`src/rtl/voice_allocator.sv`:
```
// Polyphonic voice allocator. It assigns note-on/note-off requests to NCH
// synth channels and steals the oldest voice when every channel is busy.
module voice_allocator #(
    parameter int NCH = 4,
    parameter int C   = 14,
    parameter int K   = 7,
    parameter int AW  = 4
) (
    input  logic                  clk,
    input  logic                  rst_n,
    input  logic                  req_valid,
    output logic                  req_ready,
    input  logic                  req_on,
    input  logic [K-1:0]          req_key,
    input  logic [C-1:0]          req_pitch,
    input  logic [1:0]            req_wave,
    output logic [NCH-1:0]        ch_ena,
    output logic [NCH*C-1:0]      ch_pitch,
    output logic [NCH*2-1:0]      ch_wave,
    output logic                  steal,
    output logic [$clog2(NCH):0]  active_cnt
);

    localparam int IW = $clog2(NCH);
    localparam int CW = $clog2(NCH) + 1;
    localparam logic [AW-1:0] AGE_MAX = '1;

    typedef enum logic [1:0] {IDLE, LOOKUP, COMMIT} state_t;

    state_t          state_q, state_d;
    logic            started_q;
    logic            accept;

    logic            lat_on_q;
    logic [K-1:0]    lat_key_q;
    logic [C-1:0]    lat_pitch_q;
    logic [1:0]      lat_wave_q;

    logic [NCH-1:0]  ena_q, ena_d;
    logic [K-1:0]    key_q   [NCH];
    logic [K-1:0]    key_d   [NCH];
    logic [C-1:0]    pitch_q [NCH];
    logic [C-1:0]    pitch_d [NCH];
    logic [1:0]      wave_q  [NCH];
    logic [1:0]      wave_d  [NCH];
    logic [AW-1:0]   age_q   [NCH];
    logic [AW-1:0]   age_d   [NCH];

    logic            match_hit, free_hit, old_hit;
    logic [IW-1:0]   match_idx, free_idx, old_idx;
    logic [AW-1:0]   old_age;
    logic            match_hit_q, free_hit_q;
    logic [IW-1:0]   match_idx_q, free_idx_q, old_idx_q;
    logic [IW-1:0]   tgt_idx;

    logic            steal_q, steal_d;
    logic [CW-1:0]   cnt_q, cnt_d;

    // Ready is held low until the first edge after reset release.
    assign req_ready = started_q && (state_q == IDLE);
    assign accept    = req_valid && req_ready;

    // FSM state register plus the post-reset ready gate
    always_ff @(posedge clk or negedge rst_n) begin
        if (!rst_n) begin
            state_q   <= IDLE;
            started_q <= 1'b0;
        end else begin
            state_q   <= state_d;
            started_q <= 1'b1;
        end
    end

    // FSM next state: one request takes IDLE -> LOOKUP -> COMMIT
    always_comb begin
        state_d = state_q;
        unique case (state_q)
            IDLE:    if (accept) state_d = LOOKUP;
            LOOKUP:  state_d = COMMIT;
            COMMIT:  state_d = IDLE;
            default: state_d = IDLE;
        endcase
    end

    // Capture the request on acceptance; wave code 2 is folded to square
    always_ff @(posedge clk or negedge rst_n) begin
        if (!rst_n) begin
            lat_on_q    <= 1'b0;
            lat_key_q   <= '0;
            lat_pitch_q <= '0;
            lat_wave_q  <= '0;
        end else if (accept) begin
            lat_on_q    <= req_on;
            lat_key_q   <= req_key;
            lat_pitch_q <= req_pitch;
            lat_wave_q  <= (req_wave == 2'd2) ? 2'd0 : req_wave;
        end
    end

    // Search for matching key, lowest free channel and oldest active channel
    always_comb begin
        match_hit = 1'b0;
        match_idx = '0;
        free_hit  = 1'b0;
        free_idx  = '0;
        old_hit   = 1'b0;
        old_idx   = '0;
        old_age   = '0;
        // Descending scan so the lowest index wins last.
        for (int i = NCH - 1; i >= 0; i--) begin
            if (ena_q[i] && (key_q[i] == lat_key_q)) begin
                match_hit = 1'b1;
                match_idx = IW'(i);
            end
            if (!ena_q[i]) begin
                free_hit = 1'b1;
                free_idx = IW'(i);
            end
        end
        // Ascending scan with strict compare keeps ties on the lowest index.
        for (int i = 0; i < NCH; i++) begin
            if (ena_q[i] && (!old_hit || (age_q[i] > old_age))) begin
                old_hit = 1'b1;
                old_idx = IW'(i);
                old_age = age_q[i];
            end
        end
    end

    // Register the lookup results during LOOKUP
    always_ff @(posedge clk or negedge rst_n) begin
        if (!rst_n) begin
            match_hit_q <= 1'b0;
            match_idx_q <= '0;
            free_hit_q  <= 1'b0;
            free_idx_q  <= '0;
            old_idx_q   <= '0;
        end else if (state_q == LOOKUP) begin
            match_hit_q <= match_hit;
            match_idx_q <= match_idx;
            free_hit_q  <= free_hit;
            free_idx_q  <= free_idx;
            old_idx_q   <= old_idx;
        end
    end

    // Channel table update applied in COMMIT
    always_comb begin
        ena_d   = ena_q;
        key_d   = key_q;
        pitch_d = pitch_q;
        wave_d  = wave_q;
        age_d   = age_q;
        steal_d = 1'b0;
        tgt_idx = match_hit_q ? match_idx_q : (free_hit_q ? free_idx_q : old_idx_q);
        if (state_q == COMMIT) begin
            if (lat_on_q) begin
                for (int i = 0; i < NCH; i++) begin
                    if (ena_q[i] && (age_q[i] != AGE_MAX)) begin
                        age_d[i] = age_q[i] + AW'(1);
                    end
                end
                ena_d[tgt_idx]   = 1'b1;
                key_d[tgt_idx]   = lat_key_q;
                pitch_d[tgt_idx] = lat_pitch_q;
                wave_d[tgt_idx]  = lat_wave_q;
                age_d[tgt_idx]   = '0;
                steal_d          = !match_hit_q && !free_hit_q;
            end else if (match_hit_q) begin
                ena_d[match_idx_q] = 1'b0;
                age_d[match_idx_q] = '0;
            end
        end
        cnt_d = '0;
        for (int i = 0; i < NCH; i++) begin
            cnt_d = cnt_d + CW'(ena_d[i]);
        end
    end

    // Channel table, steal pulse and active count registers
    always_ff @(posedge clk or negedge rst_n) begin
        if (!rst_n) begin
            ena_q   <= '0;
            steal_q <= 1'b0;
            cnt_q   <= '0;
            for (int i = 0; i < NCH; i++) begin
                key_q[i]   <= '0;
                pitch_q[i] <= '0;
                wave_q[i]  <= '0;
                age_q[i]   <= '0;
            end
        end else begin
            ena_q   <= ena_d;
            key_q   <= key_d;
            pitch_q <= pitch_d;
            wave_q  <= wave_d;
            age_q   <= age_d;
            steal_q <= steal_d;
            cnt_q   <= cnt_d;
        end
    end

    assign ch_ena     = ena_q;
    assign steal      = steal_q;
    assign active_cnt = cnt_q;

    generate
        for (genvar gi = 0; gi < NCH; gi++) begin : g_pack
            assign ch_pitch[gi*C +: C] = pitch_q[gi];
            assign ch_wave[gi*2 +: 2]  = wave_q[gi];
        end
    endgenerate

endmodule

```
`config.mk`:
```
export PLATFORM = sky130hd
export DESIGN_NAME = voice_allocator
export DESIGN_NICKNAME = d
export VERILOG_FILES = /design/src/rtl/voice_allocator.sv
export SDC_FILE = /design/constraint.sdc
export NUM_CORES = 1
export LEC_CHECK = 0
export ABC_AREA = 0
export CORE_MARGIN = 5
export CORE_UTILIZATION = 54
export DETAILED_ROUTE_END_ITERATION = 7
export GPL_TIMING_DRIVEN = 1
export PLACE_DENSITY = 0.79
export SKIP_CTS_REPAIR_TIMING = 1
export SLEW_MARGIN = 10
export SYNTH_ARGS = -nofsm -noshare
export SYNTH_HDL_FRONTEND = slang
export SYNTH_SLANG_ARGS = --single-unit
export TNS_END_PERCENT = 1
```
`constraint.sdc`:
```
create_clock -name clk -period 6.18 [get_ports clk]
set_clock_uncertainty 0.05 [all_clocks]
set_input_delay 0.927 -clock clk [delete_from_list [all_inputs] [get_ports clk]]
set_output_delay 0.927 -clock clk [all_outputs]
set_load 0.05 [all_outputs]
```
==> Yosys cells after proc, flatten, opt, wreduce, memory -nomap -nowiden <==
Cells that the tools add are included.
{ "op_classes": {"addsub": 7, "n_mul": 0, "n_div": 0, "magnitude_cmp": 11, "n_eq_ne": 12, "n_shift": 0, "n_mux": 66, "n_bitwise": 9, "n_reduce_logical": 30} }
{ "ops": {"columns": ["cell", "count"], "rows": [
  ["4-bit 2-to-1 mux", 20],
  ["56-bit bitwise mux", 1],
  ["16-bit AND", 2],
  ["16-bit 2-to-1 mux", 2],
  ["16-bit NOT", 2],
  ["2-bit 2-to-1 mux", 15],
  ["28-bit bitwise mux", 1],
  ["14-bit demux with 2-bit select", 1],
  ["7-bit == test", 4],
  ["1-bit logical AND", 18],
  ["4-bit by 1-bit adder with 4-bit output (second input constant)", 4],
  ["4-bit demux with 2-bit select", 2],
  ["1-bit 2-to-1 mux", 16],
  ["4-bit != test (second input constant)", 4],
  ["7-bit demux with 2-bit select", 1],
  ["14-bit 2-to-1 mux", 1],
  ["4-bit greater-than comparator", 3],
  ["8-bit bitwise mux", 1],
  ["7-bit 2-to-1 mux", 1],
  ["3-bit >= comparator (second input constant)", 2],
  ["2-bit by 3-bit less-than comparator with 1-bit output (second input constant)", 2],
  ["3-bit by 1-bit less-than comparator with 1-bit output (second input constant)", 2],
  ["2-bit NOT with 3-bit output", 2],
  ["1-bit logical NOT", 5],
  ["other kinds (17)", 23]
]} }
{ "word_totals": {"ff_bits": 151, "latchBits": 0, "ramBits": 0, "rom_bits": 0, "word_cells": 165, "n_memories": 0} }

==> Longest topological paths before layout <==
{ "depth": {"ltp_word": 13, "ltp_mapped": 20} }

==> Worst setup path before layout <==
Ideal clock, no wire load.
{ "synth_path": {"kind": "reg-to-reg", "from": "register ena_q[0], in the netlist ch_ena[0]", "to": "register old_idx_q[1]", "setup_ns": 0.139, "arrival_ns": 4.593, "setup_slack_ns": 1.398, "stages_incl_launch_ff": 21, "period_less_slack_ns": 4.782, "cell_sequence": "dfrtp_1 -> clkbuf_1 -> and2_1 -> inv_1 -> ha_1 -> nand2_1 -> o21bai_1 -> a21oi_1 -> mux2_2 -> ha_1 -> nor2b_1 -> o211ai_1 -> a21oi_1 -> o21ai_1 -> mux2_2 -> ha_1 -> nor2b_1 -> o211ai_1 -> a21oi_1 -> a311oi_1 -> a21oi_1"} }
{ "synth_via": {"elab_chain_cells": 13, "word_cells_on_any_way": 20, "cone_classes": "order compare: 3; mux: 8; reduce/logical: 9"} }
{ "synth_rtl": {"columns": ["element", "line", "text"], "rows": [
  ["from (decl)", "39", "logic [NCH-1:0] ena_q, ena_d;"],
  ["from (signal assigned)", "193", "ena_q <= ena_d;"],
  ["4-bit 2-to-1 mux / 1-bit 2-to-1 mux (equally long branches)", "122", "if (ena_q[i] && (!old_hit || (age_q[i] > old_age))) begin"],
  ["4-bit greater-than comparator / 1-bit logical NOT (equally long branches)", "122", null],
  ["1-bit logical OR", "122", null],
  ["1-bit logical AND", "122", null],
  ["4-bit 2-to-1 mux / 1-bit 2-to-1 mux (equally long branches)", "122", null],
  ["4-bit greater-than comparator / 1-bit logical NOT (equally long branches)", "122", null],
  ["1-bit logical OR", "122", null],
  ["1-bit logical AND", "122", null],
  ["4-bit 2-to-1 mux / 1-bit 2-to-1 mux (equally long branches)", "122", null],
  ["4-bit greater-than comparator / 1-bit logical NOT (equally long branches)", "122", null],
  ["1-bit logical OR", "122", null],
  ["1-bit logical AND", "122", null],
  ["2-bit 2-to-1 mux (*)", "122", null],
  ["to (signal assigned)", "143", "old_idx_q <= old_idx;"],
  ["to (decl)", "53", "logic [IW-1:0] match_idx_q, free_idx_q, old_idx_q;"]
]} }
Mark *: on every way between the ends. The rest lies on a longest branch, timed or not.
A chain may end at the register's enable or synchronous reset.

==> Final worst setup path <==
{ "layout_path": {"from": "register ena_q[0], in the netlist ch_ena[0]", "to": "register old_idx_q[0]"} }
Same word-level chain as after synthesis.

==> results.md <==
- Layout area overhead: 24.33%
- Synth warn: 0
- Initial antenna violation count: 0
- Slowest Stage Delay on Critical Path: 620 ps
- Cell types with the highest counts after synthesis: dfrtp_1, mux2_2, nor2_1
- Crit end category: flip-flop
- WL final: 14,470 um
- Worst R2R Start: ch_ena[0]$_DFF_PN0_
- Number of synthesized flops with an enable pin: 0
- WP data arrival: approximately 5200 ps
- Count leader, synth: dfrtp_1
- VDD IR-drop max: 0.3686 mV
- Dominant synthesized flop cell: dfrtp_1
- First-pass GRT wire length: 24,250 um
- Slowest cell on the critical path: dfrtp_1
- Reg2Reg Capture Point: old_idx_q[0]$_DFFE_PN0N_
- Netlist cell types: 52
- RD Place Congestion: 0.8656
- Hold Path Sink: free_idx_q[0]$_DFFE_PN0N_
- Main area contributors after synthesis: dfrtp_1, mux2_2, ha_1
- Period Utilization, post-route: around 80%
- Hold Vio Cnt, Final: 0
- Share of cells above drive strength 1: roughly a quarter
- CTS tree: yes
- CTS max path bufs: 2
- Vias in the first global route: 4,808
- RSZ-0062 raised after global routing: no
- CTS Buf Count: 17
- Pin count of the biggest net entering global routing: 84
- Min Clock Period, post-route: ~5000 ps
- Total GRT Usage: approximately a fifth
- HP Class: reg -> reg
- Io pins: 100
- # Max-Cap Violations: 0
- Min-delay src: free_idx_q[0]$_DFFE_PN0N_
- Area leader, netlist: dfrtp_1
- Starting Density: a little over half
- Synthesized net count: 569
- Hold path depth: 2
- DR pass1 iterations: 4
- Number of DRC markers in iteration 0: 264
- Synth async-reset ratio: between 90% and 100%
- Max-Slew Margin vs Limit: 44.43%
- Post-DP HPWL: 9587 um
- Die X-Extent: 122.5 um
- N_diodes: 0
- Die Y: roughly 120 um
- Crit-path cells: and2_1 -> inv_1 -> ha_1 -> nand2_1 -> o21bai_1 -> a21oi_1 -> mux2_2 -> ha_1 -> nor2b_1 -> o211ai_1 -> a21oi_1 -> o21ai_1 -> mux2_2 -> ha_1 -> nor2b_1 -> o211ai_1 -> a21oi_1 -> a311oi_1 -> a21oi_1
- Worst setup SP type: flip-flop
- Fill cell count: 906
- Clock Latency Late Sink: 420 ps
- Synth Register Bits: 151
- Fin cells: about 800
- Leak pwr: roughly 3.8 nW
- Sequential fraction of the synthesis area: between 50% and 60%
- Pins Over Slew Limit: 0
- Worst-path maximum fanout: 15
- H-tree levels: 4
- DIE AREA: 15,020 um2
- Cells after Synth: 523
- Pwr Density: 440.1 nW/um2
- Clk sink count: about 150
- Worst slew pin tran: approximately 830 ps
- Cell Rows: 41
- Place WS: 1254 ps
- Routed WL per cell: 18.00 um
- Top delay family on crit path: compound AO/OA/AOI/OAI gates
- Status: complete, no violations
- Final nets: 665
- Final worst slack: 1221 ps
- R2R setup slack: 1220 ps
- Post-route cell area: roughly 8500 um2
- Setup TNS: 0 ps
- Placed Instance Area: 7915 um2
- Drt drc: 0
- CP dominant cell by count: a21oi_1
- CP Buf/Inv Count: 1
- Vias: 4,392
- Port Buf Inserts: 99
- Final setup viols: 0
- Root Driver: clkbuf_16
- Max Clock Freq: 201.6 MHz
- Synth top area share: 55.25%
- R2R depth: 19
- Placed insts: 772
- Overflow after GRT: 0
- Post-Synthesis Cell Area: roughly 6800 um2
- Worst setup path class: reg -> reg
- Core area: 12,520 um2
- Mapped Avg Cell Area: 13.08 um2
- Clk pin slew, worst setup/hold paths: 60 ps
- Vias per std cell: 5.463
- Antenna Nets Post-Route: 0
- WP data required: 6410 ps
-- registers in the layout, summed over array words and instances (netlist names), 2 cells and up --
register,cells
match_idx_q,2
ch_wave,8
key_q,28
lat_key_q,7
active_cnt,3
age_q,16
ch_pitch,56
ch_ena,4
old_idx_q,2
state_q,2
free_idx_q,2
lat_pitch_q,14
lat_wave_q,2
-- per-stage QoR --
step           util (%)  hold slack, ps  total power [W]
2_1_floorplan         -           388.5         0.002296
3_3_place_gp      63.23           420.6         0.002684
3_5_place_dp      63.23           431.4         0.002734
4_1_cts           67.93           445.1         0.003776
5_1_grt           67.93           467.0         0.003930
6_report          67.93           438.4         0.003743
-- worst reg2reg max path, delay by kind of cell (launching register included) --
family | cells | cell delay [ps]
buffers and inverters | 1 | 60
and+or+nand+nor | 4 | 580
AOI/OAI and AO/OA | 9 | 1870
adders and majority gates | 3 | 850
DFF | 1 | 620
muxes | 2 | 810
-- cell usage in the layout, fill, tap and decap left out, types with 7 or more instances in the layout --
master           count
nor2_1              27
clkbuf_16           17
clkdlybuf4s50_1     98
a21oi_1             14
inv_1               12
nand4_1             11
mux2_2             119
nand3_1             11
xor2_1              10
ha_1                18
o21ai_0             10
dfrtp_1            151
xnor2_1             24
nand2_1             17
mux2i_1              7
-- cell type report --
cell class / count / area, um2 / share of cell area, %
clock buffers: 19 / 442.9 / 5.209
multi-input cells: 332 / 2843 / 33.43
inverters: 13 / 48.80 / 0.5739
flip-flops and latches: 151 / 3779 / 44.44
well taps: 172 / 215.2 / 2.531
repair buffers: 104 / 1030 / 12.11
clock inverters: 13 / 145.1 / 1.707
-- report_power, final --
part / internal [W] / total [W] / switching [W] / leakage [nW]
combinational: 0.000527 / 0.00128 / 0.000751 / 1.54
sequential: 0.00122 / 0.00144 / 0.000219 / 1.97
clock: 0.000611 / 0.00103 / 0.000416 / 0.286
total: 0.00236 / 0.00374 / 0.00138 / 3.80
-- layer usage --
layer | routed length (um) | GRT usage (%)
met1 | 5883 | 24.92
met3 | 951 | 8.065
met5 | 0 | 0
met2 | 7412 | 35.31
met4 | 223 | 5.948
-- how the worst max path moves through the flow --
stage                                    from                  endpoint  slack [ps]  cells after the start
after floorplan           ch_ena[0]$_DFF_PN0_  old_idx_q[1]$_DFFE_PN0N_        1400                     20
after global placement    ch_ena[0]$_DFF_PN0_  old_idx_q[1]$_DFFE_PN0N_        1580                     19
after detailed placement  ch_ena[0]$_DFF_PN0_  old_idx_q[0]$_DFFE_PN0N_        1250                     19
after CTS                 ch_ena[0]$_DFF_PN0_  old_idx_q[0]$_DFFE_PN0N_        1250                     19
after global routing      ch_ena[0]$_DFF_PN0_  old_idx_q[0]$_DFFE_PN0N_         930                     19
final                     ch_ena[0]$_DFF_PN0_  old_idx_q[0]$_DFFE_PN0N_        1220                     19
-- logic make-up after synthesis --
logic type	share of synthesized area [%]
AO/OA/AOI/OAI	4.482
XOR/XNOR	4.354
adder cells (fa/ha/maj)	3.586
buffers and inverters	3.183
flip-flops	55.25
multiplexers	21.11
other	0.05483
AND/OR/NAND/NOR	7.977
Note: power is estimated with default switching activity, not from simulation.
